### src/rtl/tetris_renderer_if.sv
// rtl/tetris_renderer_if.sv - engine query and VGA output bundle for the Tetris renderer
interface tetris_renderer_if;
   logic [11:0] display_query_pos;
   logic [2:0]  display_query_res;
   logic [2:0]  next_piece;
   logic        game_over;
   logic        hsync;
   logic        vsync;
   logic [7:0]  rgb;
   logic        frame_start;

   modport master (
      output display_query_pos, hsync, vsync, rgb, frame_start,
      input  display_query_res, next_piece, game_over
   );

   modport slave (
      input  display_query_pos, hsync, vsync, rgb, frame_start,
      output display_query_res, next_piece, game_over
   );
endinterface

### src/rtl/tetris_renderer.sv
// rtl/tetris_renderer.sv - 640x480@60 scanner drawing the 10x20 playfield, border and preview in RGB332
module tetris_renderer #(
   parameter int CELL_PX  = 16,
   parameter int FIELD_X0 = 240,
   parameter int FIELD_Y0 = 80
) (
   input logic         clk,
   input logic         reset,
   tetris_renderer_if.master bus
);
   localparam int CSH = $clog2(CELL_PX);

   localparam logic [9:0] H_LAST  = 10'd799;
   localparam logic [9:0] V_LAST  = 10'd524;
   localparam logic [9:0] H_VIS   = 10'd640;
   localparam logic [9:0] V_VIS   = 10'd480;
   localparam logic [9:0] HS_BEG  = 10'd656;
   localparam logic [9:0] HS_END  = 10'd751;
   localparam logic [9:0] VS_BEG  = 10'd490;
   localparam logic [9:0] VS_END  = 10'd491;

   localparam logic [9:0] FX0  = 10'(FIELD_X0);
   localparam logic [9:0] FX1  = 10'(FIELD_X0 + 10 * CELL_PX);
   localparam logic [9:0] FY0  = 10'(FIELD_Y0);
   localparam logic [9:0] FY1  = 10'(FIELD_Y0 + 20 * CELL_PX);
   localparam logic [9:0] BX0  = 10'(FIELD_X0 - 4);
   localparam logic [9:0] BX1  = 10'(FIELD_X0 + 10 * CELL_PX + 4);
   localparam logic [9:0] BY0  = 10'(FIELD_Y0 - 4);
   localparam logic [9:0] BY1  = 10'(FIELD_Y0 + 20 * CELL_PX + 4);
   localparam logic [9:0] PX0  = 10'(FIELD_X0 + 11 * CELL_PX);
   localparam logic [9:0] PX1  = 10'(FIELD_X0 + 12 * CELL_PX);
   localparam logic [9:0] PY1  = 10'(FIELD_Y0 + CELL_PX);
   localparam logic [9:0] LAX0 = 10'(FIELD_X0 - CELL_PX);
   localparam logic [9:0] LAX1 = 10'(FIELD_X0 + 9 * CELL_PX);

   localparam logic [11:0] O_MASK  = 12'(CELL_PX - 1);
   localparam logic [11:0] O_ISSUE = 12'(CELL_PX - 4);
   localparam logic [11:0] O_CAPT  = 12'(CELL_PX - 1);

   logic [9:0]  h;
   logic [9:0]  v;
   logic [2:0]  cell_reg;
   logic [11:0] query_pos;
   logic [7:0]  rgb_reg;
   logic        hsync_reg;
   logic        vsync_reg;
   logic        frame_start_reg;

   logic        in_vis;
   logic        in_field;
   logic        in_border;
   logic        in_preview;
   logic        la_win;
   logic [11:0] rel;
   logic [11:0] offset;
   logic [11:0] row;
   logic [11:0] col;
   logic [11:0] query_next;
   logic [7:0]  rgb_next;

   function automatic logic [7:0] palette(input logic [2:0] id);
      case (id)
         3'd1:    palette = 8'hE0;
         3'd2:    palette = 8'hA3;
         3'd3:    palette = 8'h1C;
         3'd4:    palette = 8'hFC;
         3'd5:    palette = 8'hF0;
         3'd6:    palette = 8'h03;
         3'd7:    palette = 8'h1F;
         default: palette = 8'h00;
      endcase
   endfunction

   always_ff @(posedge clk or negedge reset) begin
      if (!reset) begin
         h <= '0;
         v <= '0;
      end else if (h == H_LAST) begin
         h <= '0;
         v <= (v == V_LAST) ? '0 : v + 10'd1;
      end else begin
         h <= h + 10'd1;
      end
   end

   // The lookahead window starts one cell left of the field so each cell is fetched while the previous one is drawn.
   always_comb begin
      in_vis     = (h < H_VIS) && (v < V_VIS);
      in_field   = (h >= FX0) && (h < FX1) && (v >= FY0) && (v < FY1);
      in_border  = (h >= BX0) && (h < BX1) && (v >= BY0) && (v < BY1) && !in_field;
      in_preview = (h >= PX0) && (h < PX1) && (v >= FY0) && (v < PY1);
      la_win     = (h >= LAX0) && (h < LAX1) && (v >= FY0) && (v < FY1);
      rel        = 12'(h - LAX0);
      offset     = rel & O_MASK;
      row        = 12'(v - FY0) >> CSH;
      col        = rel >> CSH;
      query_next = (12'd19 - row) * 12'd10 + col;
   end

   always_comb begin
      rgb_next = 8'h00;
      if (in_vis) begin
         if (in_field) begin
            if (bus.game_over && (cell_reg != 3'd0))
               rgb_next = 8'h49;
            else
               rgb_next = palette(cell_reg);
         end else if (in_border) begin
            rgb_next = 8'h92;
         end else if (in_preview) begin
            rgb_next = palette(bus.next_piece);
         end
      end
   end

   always_ff @(posedge clk or negedge reset) begin
      if (!reset) begin
         query_pos       <= '0;
         cell_reg        <= '0;
         rgb_reg         <= '0;
         hsync_reg       <= 1'b1;
         vsync_reg       <= 1'b1;
         frame_start_reg <= 1'b0;
      end else begin
         rgb_reg         <= rgb_next;
         hsync_reg       <= !((h >= HS_BEG) && (h <= HS_END));
         vsync_reg       <= !((v >= VS_BEG) && (v <= VS_END));
         frame_start_reg <= (h == 10'd0) && (v == V_VIS);
         if (la_win && (offset == O_ISSUE))
            query_pos <= query_next;
         if (la_win && (offset == O_CAPT))
            cell_reg <= bus.display_query_res;
      end
   end

   assign bus.display_query_pos = query_pos;
   assign bus.rgb               = rgb_reg;
   assign bus.hsync             = hsync_reg;
   assign bus.vsync             = vsync_reg;
   assign bus.frame_start       = frame_start_reg;
endmodule

### src/flat_wrapper.sv
// flat-port wrapper written by rule: the top's interface ports become plain ports
module tetris_renderer_flat 
#(
   parameter int CELL_PX  = 16,
   parameter int FIELD_X0 = 240,
   parameter int FIELD_Y0 = 80
)
  (clk, reset, bus_display_query_pos, bus_hsync, bus_vsync, bus_rgb, bus_frame_start, bus_display_query_res, bus_next_piece, bus_game_over);
  tetris_renderer_if bus_i ();
  input logic clk;
  input logic reset;
  output wire logic [$bits(bus_i.display_query_pos)-1:0] bus_display_query_pos;
  output wire logic [$bits(bus_i.hsync)-1:0] bus_hsync;
  output wire logic [$bits(bus_i.vsync)-1:0] bus_vsync;
  output wire logic [$bits(bus_i.rgb)-1:0] bus_rgb;
  output wire logic [$bits(bus_i.frame_start)-1:0] bus_frame_start;
  input wire logic [$bits(bus_i.display_query_res)-1:0] bus_display_query_res;
  input wire logic [$bits(bus_i.next_piece)-1:0] bus_next_piece;
  input wire logic [$bits(bus_i.game_over)-1:0] bus_game_over;
  assign bus_display_query_pos = bus_i.display_query_pos;
  assign bus_hsync = bus_i.hsync;
  assign bus_vsync = bus_i.vsync;
  assign bus_rgb = bus_i.rgb;
  assign bus_frame_start = bus_i.frame_start;
  assign bus_i.display_query_res = bus_display_query_res;
  assign bus_i.next_piece = bus_next_piece;
  assign bus_i.game_over = bus_game_over;
  tetris_renderer #(.CELL_PX(CELL_PX), .FIELD_X0(FIELD_X0), .FIELD_Y0(FIELD_Y0)) u_core (.clk(clk), .reset(reset), .bus(bus_i));
endmodule
### config.mk
export PLATFORM = sky130hd
export DESIGN_NAME = tetris_renderer_flat
export DESIGN_NICKNAME = d
export VERILOG_FILES = /design/src/rtl/tetris_renderer_if.sv /design/src/rtl/tetris_renderer.sv /design/src/flat_wrapper.sv
export SDC_FILE = /design/constraint.sdc
export NUM_CORES = 1
export LEC_CHECK = 0
export CORE_MARGIN = 2
export CORE_UTILIZATION = 35
export DETAILED_ROUTE_END_ITERATION = 16
export PLACE_DENSITY = 0.62
export SLEW_MARGIN = 0
export SYNTH_ARGS = -nofsm -noshare
export SYNTH_HDL_FRONTEND = slang
export SYNTH_SLANG_ARGS = --single-unit
### constraint.sdc
create_clock -name clk -period 3.88 [get_ports clk]
set_input_delay 0.776 -clock clk [delete_from_list [all_inputs] [get_ports clk]]
set_output_delay 0.776 -clock clk [all_outputs]
set_load 0.01 [all_outputs]
==> flow_metrics.tcl <==
set metrics [dict create \
    grt_use_total_pct 15.55 \
    hpwl_um 6109 \
    period_share_pct 95.68 \
    dieWidth_um 104.8 \
    ys_seq_area_share_pct 32.44 \
    ios 32 \
    clk_pin_slew_ns 0.09 \
    cts_made_buffers 5 \
    syn_avg_cell_area_sq_um 8.846 \
    fin_nets 479 \
    yosysUniqueCellTypes 69 \
    worst-path-max-fanout 8 \
    area_growth_pct 20.72 \
    grt.overflow.total 0 \
    synth_area_sq_um 3556 \
    antenna_found_initial 0 \
    outcome "complete, no violations" \
    wl_per_cell_um 14.63 \
    crit_type "register to register" \
    hp-class "register to register" \
    whs_ns 0.4968 \
    worst_pin_slew_ns 1.041 \
    dr.pass1.iters 4 \
    ys_ff_latch 46 \
    final-hold-violation-count 0 \
    cp.required_ns 4.11 \
    rows 36 \
    synthDominantCellAreaShare_pct 30.96 \
    core_area_sq_um 9819 \
    cts-htree-levels 2 \
    die_height_um 104.8 \
    placed_area_sq_um 4041 \
    fmax_ghz 0.2694 \
    grt_pass1_vias 2922 \
    ir_worst_vdd_mv 0.1047 \
    route.top_layer_used "met4" \
    yosys-top-cells-count "dfrtp_1, nor2_1, ha_1, nand2_1, o21ai_0" \
    synthMostInstantiatedCell "dfrtp_1" \
    antenna_cells 0 \
    leakage_nw 1.877 \
    port_buffers 31 \
    routed_wl_um 8356 \
    vias_per_cell 5.356 \
    drv_slew 0 \
    dr_wl_met3_um 264 \
    drt_iter0_markers 150 \
    ant_nets 0 \
    largest_reg_flops 12 \
    dieArea_sq_um 10980 \
    startpoint_type "register" \
    route.met2.wl_um 3876 \
    synth_edf_count 0 \
    fin_skew_ns 0.004967 \
    cts-root-buf "clkbuf_8" \
    grt_pass1_wl_um 14060 \
    cp_data_arrival_time_ns 3.94 \
    cts_tree "yes" \
    p_per_area_nw_per_um2 187.0 \
    n_fill_cell 994 \
    drc 0 \
    synth-async-reset-ratio_pct 100.0 \
    cts_buffer_depth 2 \
    num_vias 3058 \
    slew_headroom_pct 30.61 \
    gp_congestion 0.8979 \
    yosys_warnings 0 \
    synth-main-ff-cell "dfrtp_1" \
    wl_met1_um 4092 \
    postSynthCellCount 402 \
    synth_largest_area_cell "dfrtp_1" \
    syn_nets 444 \
    drive_gt1_share_pct 15.53 \
    initial_core_util_pct 36.21 \
    critPathCaptureType "register" \
    cts.sinks 46 \
    ctsHoldBuffers 0 \
    stdcell_area_sq_um 4293 \
    synth_area_leaders "dfrtp_1, ha_1, xnor2_1, nor2_1, o21ai_0" \
    grt_max_degree 47 \
    finalSetupViolations 0 \
    r2r_slack_ns 0.17 \
    min_period_ns 3.713 \
    cap_violations 0 \
    clk_latency_ns 0.30 \
]
[where the power goes]
group / total, W / internal (W) / switching, W
logic: 0.0000221 / 0.00000820 / 0.0000139
registers: 0.000479 / 0.000479 / 0
clock network: 0.000302 / 0.000127 / 0.000174
[metrics by stage]
step                      utilization [%]  worst slack, ns  std cells  setup TNS, ns  power (W)
after global placement              41.16           0.1321        558              0  0.0005110
after CTS                           42.19          0.02016        566              0  0.0008200
final                               43.72           0.1674        571              0  0.0008027
after global routing                43.72         -0.03913        571       -0.06116  0.0008438
after floorplan                         -          0.01103        402              0  0.0004918
after detailed placement            41.16         -0.04655        558       -0.08573  0.0005120
[critical path, stage by stage (launching register included)]
cell and delay, ns:
dfrtp_1 0.40, buf_4 0.19, o21a_1 0.19, or3_4 0.38, o221ai_1 0.09, xor2_1 0.32, xor2_1 0.20, ha_1 0.31
nor2b_1 0.15, nor2_1 0.12, xnor2_1 0.09, ha_1 0.21, or3_4 0.34, o21ai_2 0.13, nor2_1 0.08, a311o_1 0.28
a31oi_1 0.16
[cells in the final DEF (no fill, tap or decap), types with 6 or more instances in the layout]
master and instances:
mux2_1 6, nor2_1 42, ha_1 28, o21ai_0 16, inv_1 9, a21oi_1 16
xnor2_1 16, buf_4 20, clkdlybuf4s50_1 30, xor2_1 12, dfrtp_1 43, nand3_1 17
nand2b_1 7, nand2_1 25, a31oi_1 7, nor3_1 12, or3_1 6
[cell type report]
| class | instances | area, sq um | area share [%] |
|---|---|---|---|
| inverter | 11 | 41.29 | 0.9618 |
| tap | 133 | 166.4 | 3.876 |
| sequential | 46 | 1155 | 26.90 |
| timing repair buffer | 51 | 455.4 | 10.61 |
| clock buffer | 5 | 68.82 | 1.603 |
| clock inverter | 3 | 18.77 | 0.4372 |
| multi-input combinational | 322 | 2387 | 55.61 |
[cells by family after synthesis]
family,Yosys count,share of synthesized area [%]
AND/OR/NAND/NOR,151,22.55
AO/OA/AOI/OAI,92,16.78
flip-flops,46,32.44
buffers and inverters,34,3.941
adder cells (fa/ha/maj),33,12.03
XOR/XNOR,31,7.635
multiplexers,15,4.609
[path summary, 6_finish.rpt]
check                                                        end  depth (start not counted)                       startpoint
worst max register to register  u_core.bus.display_query_pos[11]                         16                      u_core.v[4]
max in group asynchronous                            u_core.v[7]                          1                            reset
worst max-delay path            u_core.bus.display_query_pos[11]                         16                      u_core.v[4]
min in group asynchronous                      u_core.bus.rgb[0]                          1                            reset
worst min register to register   u_core.bus.display_query_pos[2]                          1  u_core.bus.display_query_pos[2]
worst min-delay path             u_core.bus.display_query_pos[2]                          1  u_core.bus.display_query_pos[2]
[timing repair]
item / 4_1_cts / 5_1_grt
resized for setup: 4 / 27
endpoints found under the setup margin: 4 / 5
hold endpoints to repair: 0 / 0
buffers inserted: 0 / 5
pin swaps: 0 / 14
[layer usage]
layer	vias up	global-route usage, %
met3	12	2.246
li1	1513	-
met5	-	0
met2	66	24.49
met4	0	4.667
met1	1467	22.08
Power figures use the tool's default switching activity.
